--- src/rtl/lfsr_spawn_gen.sv ---
// lfsr_spawn_gen: Fibonacci LFSR driving a valid/ready obstacle/coin spawn scheduler.
// Optional LFSR_NO_REPEAT_LANE_EN: never offer the last accepted lane twice in a row.
module lfsr_spawn_gen #(
  parameter int               WIDTH        = 16,
  parameter logic [WIDTH-1:0] TAPS         = 16'hB400,
  parameter logic [WIDTH-1:0] SEED         = 16'hACE1,
  parameter int               NUM_LANES    = 4,
  parameter int               LANE_W       = 2,
  parameter logic [8:0]       SPAWN_THRESH = 9'd96,
  parameter int               MIN_GAP      = 8
) (
  input  logic              clk,
  input  logic              rst,
  input  logic              step_en,
  input  logic              tick_i,
  input  logic              seed_load,
  input  logic [WIDTH-1:0]  seed_in,
  output logic [WIDTH-1:0]  rnd_o,
  output logic              spawn_valid,
  input  logic              spawn_ready,
  output logic [LANE_W-1:0] spawn_lane,
  output logic              spawn_kind,
  output logic [7:0]        missed_o
);

  localparam int GW = (MIN_GAP > 1) ? $clog2(MIN_GAP + 1) : 1;
  localparam logic [LANE_W:0] NL = (LANE_W + 1)'(NUM_LANES);
  localparam logic [LANE_W-1:0] LAST_LANE = LANE_W'(NUM_LANES - 1);

  typedef enum logic [1:0] {
    IDLE,
    OFFER,
    GAP
  } state_e;

  state_e            state_q, state_d;
  logic [WIDTH-1:0]  rnd_q, rnd_d;
  logic [LANE_W-1:0] lane_q, lane_d;
  logic              kind_q, kind_d;
  logic [7:0]        miss_q, miss_d;
  logic [GW-1:0]     gap_q, gap_d;

  logic              fb;
  logic              hit;
  logic [LANE_W:0]   raw;
  logic [LANE_W:0]   fold;
  logic [LANE_W-1:0] pick;

  always_comb begin
    fb    = ^(rnd_q & TAPS);
    rnd_d = rnd_q;
    if (seed_load) begin
      rnd_d = (seed_in == '0) ? SEED : seed_in;
    end else if (step_en) begin
      rnd_d = {rnd_q[WIDTH-2:0], fb};
    end
  end

  always_comb begin
    hit  = ({1'b0, rnd_q[7:0]} < SPAWN_THRESH);
    raw  = {1'b0, rnd_q[WIDTH-1 -: LANE_W]};
    fold = (raw >= NL) ? (raw - NL) : raw;
  end

`ifdef LFSR_NO_REPEAT_LANE_EN
  logic [LANE_W-1:0] last_q, last_d;

  // Bump to the next lane (wrapping) when the draw repeats the last accepted one.
  always_comb begin
    pick = fold[LANE_W-1:0];
    if (pick == last_q) begin
      pick = (pick == LAST_LANE) ? '0 : pick + LANE_W'(1);
    end
  end

  always_comb begin
    last_d = last_q;
    if (state_q == OFFER && spawn_ready) begin
      last_d = lane_q;
    end
  end

  always_ff @(posedge clk or posedge rst) begin
    if (rst) begin
      last_q <= '0;
    end else begin
      last_q <= last_d;
    end
  end
`else
  always_comb begin
    pick = fold[LANE_W-1:0];
  end
`endif

  always_comb begin
    state_d = state_q;
    lane_d  = lane_q;
    kind_d  = kind_q;
    miss_d  = miss_q;
    gap_d   = gap_q;
    unique case (state_q)
      IDLE: begin
        if (tick_i && hit) begin
          lane_d  = pick;
          kind_d  = rnd_q[8];
          state_d = OFFER;
        end
      end
      OFFER: begin
        // Acceptance wins over a coincident tick, so that tick is not a miss.
        if (spawn_ready) begin
          if (MIN_GAP == 0) begin
            state_d = IDLE;
          end else begin
            state_d = GAP;
            gap_d   = GW'(MIN_GAP);
          end
        end else if (tick_i && miss_q != 8'hFF) begin
          miss_d = miss_q + 8'd1;
        end
      end
      GAP: begin
        if (tick_i) begin
          if (gap_q <= GW'(1)) begin
            state_d = IDLE;
            gap_d   = '0;
          end else begin
            gap_d = gap_q - GW'(1);
          end
        end
      end
      default: begin
        state_d = IDLE;
      end
    endcase
  end

  always_ff @(posedge clk or posedge rst) begin
    if (rst) begin
      state_q <= IDLE;
      rnd_q   <= SEED;
      lane_q  <= '0;
      kind_q  <= 1'b0;
      miss_q  <= '0;
      gap_q   <= '0;
    end else begin
      state_q <= state_d;
      rnd_q   <= rnd_d;
      lane_q  <= lane_d;
      kind_q  <= kind_d;
      miss_q  <= miss_d;
      gap_q   <= gap_d;
    end
  end

  assign rnd_o       = rnd_q;
  assign spawn_valid = (state_q == OFFER);
  assign spawn_lane  = lane_q;
  assign spawn_kind  = kind_q;
  assign missed_o    = miss_q;

endmodule

--- config.mk ---
export PLATFORM = sky130hd
export DESIGN_NAME = lfsr_spawn_gen
export DESIGN_NICKNAME = d
export VERILOG_FILES = /design/src/rtl/lfsr_spawn_gen.sv
export SDC_FILE = /design/constraint.sdc
export NUM_CORES = 1
export LEC_CHECK = 0
export CORE_UTILIZATION = 50
export DETAILED_ROUTE_END_ITERATION = 10
export PLACE_DENSITY = 0.85
export SYNTH_ARGS = -nofsm -noshare
export SYNTH_HDL_FRONTEND = slang
export SYNTH_SLANG_ARGS = --single-unit
--- constraint.sdc ---
create_clock -name clk -period 3.8 [get_ports clk]
set_input_delay 0.76 -clock clk [delete_from_list [all_inputs] [get_ports clk]]
set_output_delay 0.76 -clock clk [all_outputs]
set_load 0.02 [all_outputs]
== Yosys cells after proc, flatten, opt, wreduce, memory -nomap -nowiden ==
Index checks and enable logic that the tools add are counted.

* Flip-flop bits (word level): 33
* Input port bits: 22
* Word-level logic and storage cells: 41

* Add/sub/neg operators: 2
* Magnitude comparators: 2
* Equal/unequal tests: 7
* Multiplexer cells: 12
* Bitwise logic cells: 1
* Reduce and logical (&&, ||, !) cells: 11

{| class="wikitable"
|+ Operators with widths
! kind !! number
|-
| 2-to-1 mux 16 bit || 3
|-
| logical NOT 16 bit || 1
|-
| parity 16 bit || 1
|-
| 2-to-1 mux 4 bit || 3
|-
| adder 8 x 1 -> 8 bit, second input constant || 1
|-
| less-than comparator 8 x 7 -> 1 bit, second input constant || 1
|-
| 2-to-1 mux 2 bit || 4
|-
| inequality test 8 bit, second input constant || 1
|-
| one-hot mux 4 bit (2 select lines) || 1
|-
| inequality test 2 bit, second input constant || 3
|-
| one-hot mux 2 bit (3 select lines) || 1
|-
| AND reduction 3 bit || 2
|-
| less-or-equal comparator 4 x 1 -> 1 bit, second input constant || 1
|-
| AND reduction 4 bit || 1
|-
| nonzero test 2 bit || 2
|-
| subtractor 4 x 1 -> 4 bit, second input constant || 1
|-
| equality test 2 x 1 -> 1 bit, second input constant || 1
|-
| equality test 2 bit, second input constant || 1
|-
| logical AND 1 bit || 2
|-
| logical NOT 2 bit || 1
|-
| inequality test 2 x 1 -> 1 bit, second input constant || 1
|-
| AND reduction 2 bit || 1
|-
| inverter 1 bit || 1
|}

== Longest topological paths before layout ==
* Depth after elaboration: 4
* Mapped depth: 6

== Worst setup path before layout ==
OpenSTA, ideal clock, no wires.

* Path type: input to register
* Start point: input spawn_ready
* End point: register miss_q[5], in the netlist missed_o[5]
* Library setup time: 125 ps
* Arrival time: 1694 ps
* Required time: 3675 ps
* Setup slack: 1981 ps
* Stages: 4
* Buffers on the path: 0
* Cells stage by stage: and4bb_1 -> nand4_1 -> nor2_1 -> mux2_2

* Longest elaborated chain between the ends: 2

{| class="wikitable"
|+ RTL lines
! element !! line !! RTL
|-
| start: declaration || 20 || <nowiki>input logic spawn_ready,</nowiki>
|-
| inverter 1 bit (no source line) || n/a ||
|-
| AND reduction 3 bit (no source line) || n/a ||
|-
| end signal: assignment || 152 || <nowiki>miss_q <= miss_d;</nowiki>
|-
| end: declaration || 40 || <nowiki>logic [7:0] miss_q, miss_d;</nowiki>
|}

Every way passes these cells.
A chain may end at the register's enable or synchronous reset.

== Final worst setup path ==
* Start point: register state_q[1]
* End point: output spawn_valid

* Longest elaborated chain between the ends: 1

{| class="wikitable"
|+ RTL lines
! element !! line !! RTL
|-
| start: declaration || 36 || <nowiki>state_e state_q, state_d;</nowiki>
|-
| start signal: assignment || 148 || <nowiki>state_q <= state_d;</nowiki>
|-
| equality test 2 x 1 -> 1 bit || 158 || <nowiki>assign spawn_valid = (state_q == OFFER);</nowiki>
|-
| end: declaration || 19 || <nowiki>output logic spawn_valid,</nowiki>
|}

Every way passes these cells.

==> impl_results.md <==
* Critical path's slowest cell: clkdlybuf4s50_1
* Max Cap Viol at 0
* Antenna cells at 0
* Routed WL per cell at between 15 and 20 um
* Routed WL at 3841 um
* Max-slew violations at 0
* Flop2flop setup slack at 2.10 ns
* Post-CTS Setup Bufs at 0
* Ys async rst share at 1.000
* # setup viols final at 0
* Die height at 59.32 um
* RSZ-0062 raised after global routing: false
* Worst hold path class: register to register
* Share of layout cells above drive strength 1 at 0.1659
* Hold path cells at 1
* # clock sinks at 33
* Logic pwr share at 0.348
* First-pass GRT wire length at 6244 um
* Crit path time final at ~2.4 ns
* Die area at 0.003519 mm^2
* Input/output buffers at 49
* Setup TNS at 0 ns
* Layout area overhead at 38.39%
* Worst-Margin Slew at 1.073 ns
* CP cell instances: and2b_1 > clkdlybuf4s50_1
* Initial antenna violation count at 0
* Initial Utilization at 0.5337
* Number of DRC markers in iteration 0 at 90
* CTS Buffer Depth at 2
* Detail Placement HPWL at 2798 um
* Hold Path Sink: spawn_lane[0]$_DFFE_PP0P_
* Reg2Reg Depth at 6
* Root Driver: clkbuf_4
* Gr ovfl total at 0
* CTS Hold Bufs at 0
* Maximum fanout along the worst path at 5
* Yosys warns at 0
* Worst path max stage delay at 0.62 ns
* CTS tree: built
* Crit. End Element: output port
* Vias per cell at 5.679
* Req. time, crit path at 3.04 ns
* Post-synth EDFFs at 0
* Max-slew headroom at 0.2841
* Fin crit share at 0.6345
* Pleak at approximately 0.95 nW
* Clk pwr share at 0.228
* Placer congestion estimate at 0.8067
* Hold Vio Cnt, Final at 0
* Net Switching at 405.6 uW
* Setup Skew at 0.01176 ns
* Rows at 20
* Floorplan core area at 0.003078 mm^2
* Critical path class: register to output port
* Switching share of power at 0.3398
* Worst VDD drop at 406.2 uV
* Clk slew on worst S/H paths at 0.11 ns
* H-tree levels at 2
* Mapped Nets at 175
* Max Clock Freq at 0.4148 GHz
* Top FF cell, synth: dfrtp_1
* GRT Total Usage at 0.2460
* Clock Latency Late Sink at between 0.3 and 0.4 ns
* Arrival time worst endpoint at 1.65 ns
* Synth cell types at 33
* Hold path start: spawn_lane[0]$_DFFE_PP0P_
* Vias in the first global route at 1,428
* Mean Syn Cell Area at 10.95 um^2
* Ports at 50
* Place WS at 1.340 ns
* Vias at 1,414
* Nets at 229
* Post-route ant nets at 0
* DRC at 0
* Final hold slack at 0.5197 ns
* Synth Instances at 150
* P_int at just under 800 uW
* Reg-to-Reg End: gap_q[2]$_DFFE_PP0P_
* Post-Synthesis Cell Area at approximately 0.0016 mm^2
* Status: complete, no violations
* CP startpoint kind: register
* CTS resizes at 0
* #FFs+latches synth at 33
* TritonCTS Buffers at 5
* RR Startpoint: gap_q[0]$_DFFE_PP0P_
* Sequential area share after synthesis at 0.5088
* Power per Cell Area at 525.1 mW/mm^2
* DR pass1 iterations at 4
* Part of the power in registers at 0.425
* Largest net degree at the start of global routing at 30
* Die W at 59.32 um
* PnR worst setup slack at approximately 1.4 ns
## kinds of logic after synthesis
kind of cell | synth area share
AO/OA/AOI/OAI | 0.1424
adder cells (fa/ha/maj) | 0.02285
XOR/XNOR | 0.02132
AND/OR/NAND/NOR | 0.1295
multiplexers | 0.1531
buffers and inverters | 0.02208
flip-flops | 0.5088
## cells in the mapped netlist, types with 2 or more instances
| cell | instances | area share |
|---|---|---|
| dfrtp_1 | 25 | 0.38 |
| nand2_1 | 18 | 0.041 |
| mux2_2 | 13 | 0.089 |
| o21ai_0 | 13 | 0.040 |
| mux2i_1 | 9 | 0.055 |
| dfstp_2 | 8 | 0.13 |
| nor2_1 | 8 | 0.018 |
| o22a_1 | 8 | 0.043 |
| a21oi_1 | 6 | 0.018 |
| inv_1 | 4 | 0.0091 |
| nor4_1 | 4 | 0.015 |
| xnor2_1 | 4 | 0.021 |
| clkbuf_1 | 3 | 0.0069 |
| ha_1 | 3 | 0.023 |
| nand4_1 | 3 | 0.011 |
| nor3_1 | 3 | 0.0091 |
| buf_2 | 2 | 0.0061 |
## worst max-delay path by stage
stage | slack (ns) | to | start
5_1_grt | 1.34 | spawn_valid | state_q[1]$_DFFE_PP0P_
3_3_place_gp | 1.37 | rnd_o[6]$_DFFE_PP1P_ | step_en
4_1_cts | 1.37 | spawn_valid | state_q[1]$_DFFE_PP0P_
3_5_place_dp | 1.34 | rnd_o[6]$_DFFE_PP1P_ | step_en
2_1_floorplan | 1.98 | missed_o[5]$_DFFE_PP0P_ | spawn_ready
6_report | 1.39 | spawn_valid | state_q[1]$_DFFE_PP0P_
## power by group through the flow
stage / registers (mW) / logic (mW) / clock network (mW)
2_1_floorplan: 0.563 / 0.178 / 0
3_3_place_gp: 0.507 / 0.394 / 0
3_5_place_dp: 0.511 / 0.414 / 0
4_1_cts: 0.506 / 0.415 / 0.276
5_1_grt: 0.520 / 0.449 / 0.289
6_report: 0.507 / 0.415 / 0.272
## stage by stage
stage | util | cell area [um^2] | cells | total power, mW
after floorplan | - | 1643 | 150 | 0.7405
after global placement | 0.7114 | 2190 | 241 | 0.9015
after detailed placement | 0.7114 | 2190 | 241 | 0.9248
after CTS | 0.7386 | 2273 | 249 | 1.198
after global routing | 0.7386 | 2273 | 249 | 1.258
final | 0.7386 | 2273 | 249 | 1.194
## placed cells by master (no fill, tap or decap)
master,instances
a21boi_0,1
a21o_1,1
a21oi_1,6
a22o_1,1
a41oi_1,1
and2b_1,1
and3_1,1
and3b_1,1
and4bb_1,1
buf_4,3
bufinv_16,1
clkbuf_4,5
clkdlybuf4s50_1,49
clkinv_4,1
clkinvlp_4,1
dfrtp_1,25
dfstp_2,8
ha_1,3
inv_1,4
mux2_2,13
mux2_4,1
mux2i_1,9
nand2_1,18
nand3_1,1
nand4_1,3
nor2_1,8
nor3_1,3
nor3b_1,1
nor4_1,4
nor4b_1,1
o21ai_0,13
o21bai_1,1
o22a_1,8
o2bb2ai_1,1
o31ai_1,1
o31ai_2,1
xnor2_1,4
## worst max-delay path: cells and delay by family (launching register included)
kind,cells,cell delay (ns)
buffers and inverters,1,0.62
and+or+nand+nor,1,0.26
DFF,1,0.43
## layout make-up
type | instances | area (um^2)
Clock inverter | 3 | 46.29
Timing Repair Buffer | 52 | 513.0
Tap cell | 44 | 55.05
Fill cell | 235 | 804.5
Clock buffer | 5 | 37.54
Sequential cell | 33 | 835.8
Multi-Input combinational cell | 108 | 770.7
Inverter | 4 | 15.01
## registers in the layout (all words and copies together) (netlist names)
register / count
rnd_o: 16
spawn_lane: 2
state_q: 2
gap_q: 4
missed_o: 8
spawn_kind: 1
## metal layers
layer	up-vias	routed length (um)	track usage
li1	656	-	-
met1	683	1627	0.2884
met2	67	1921	0.4157
met3	8	241	0.07642
met4	0	50	0.1020
met5	-	0	0
Power figures use the tool's default switching activity.
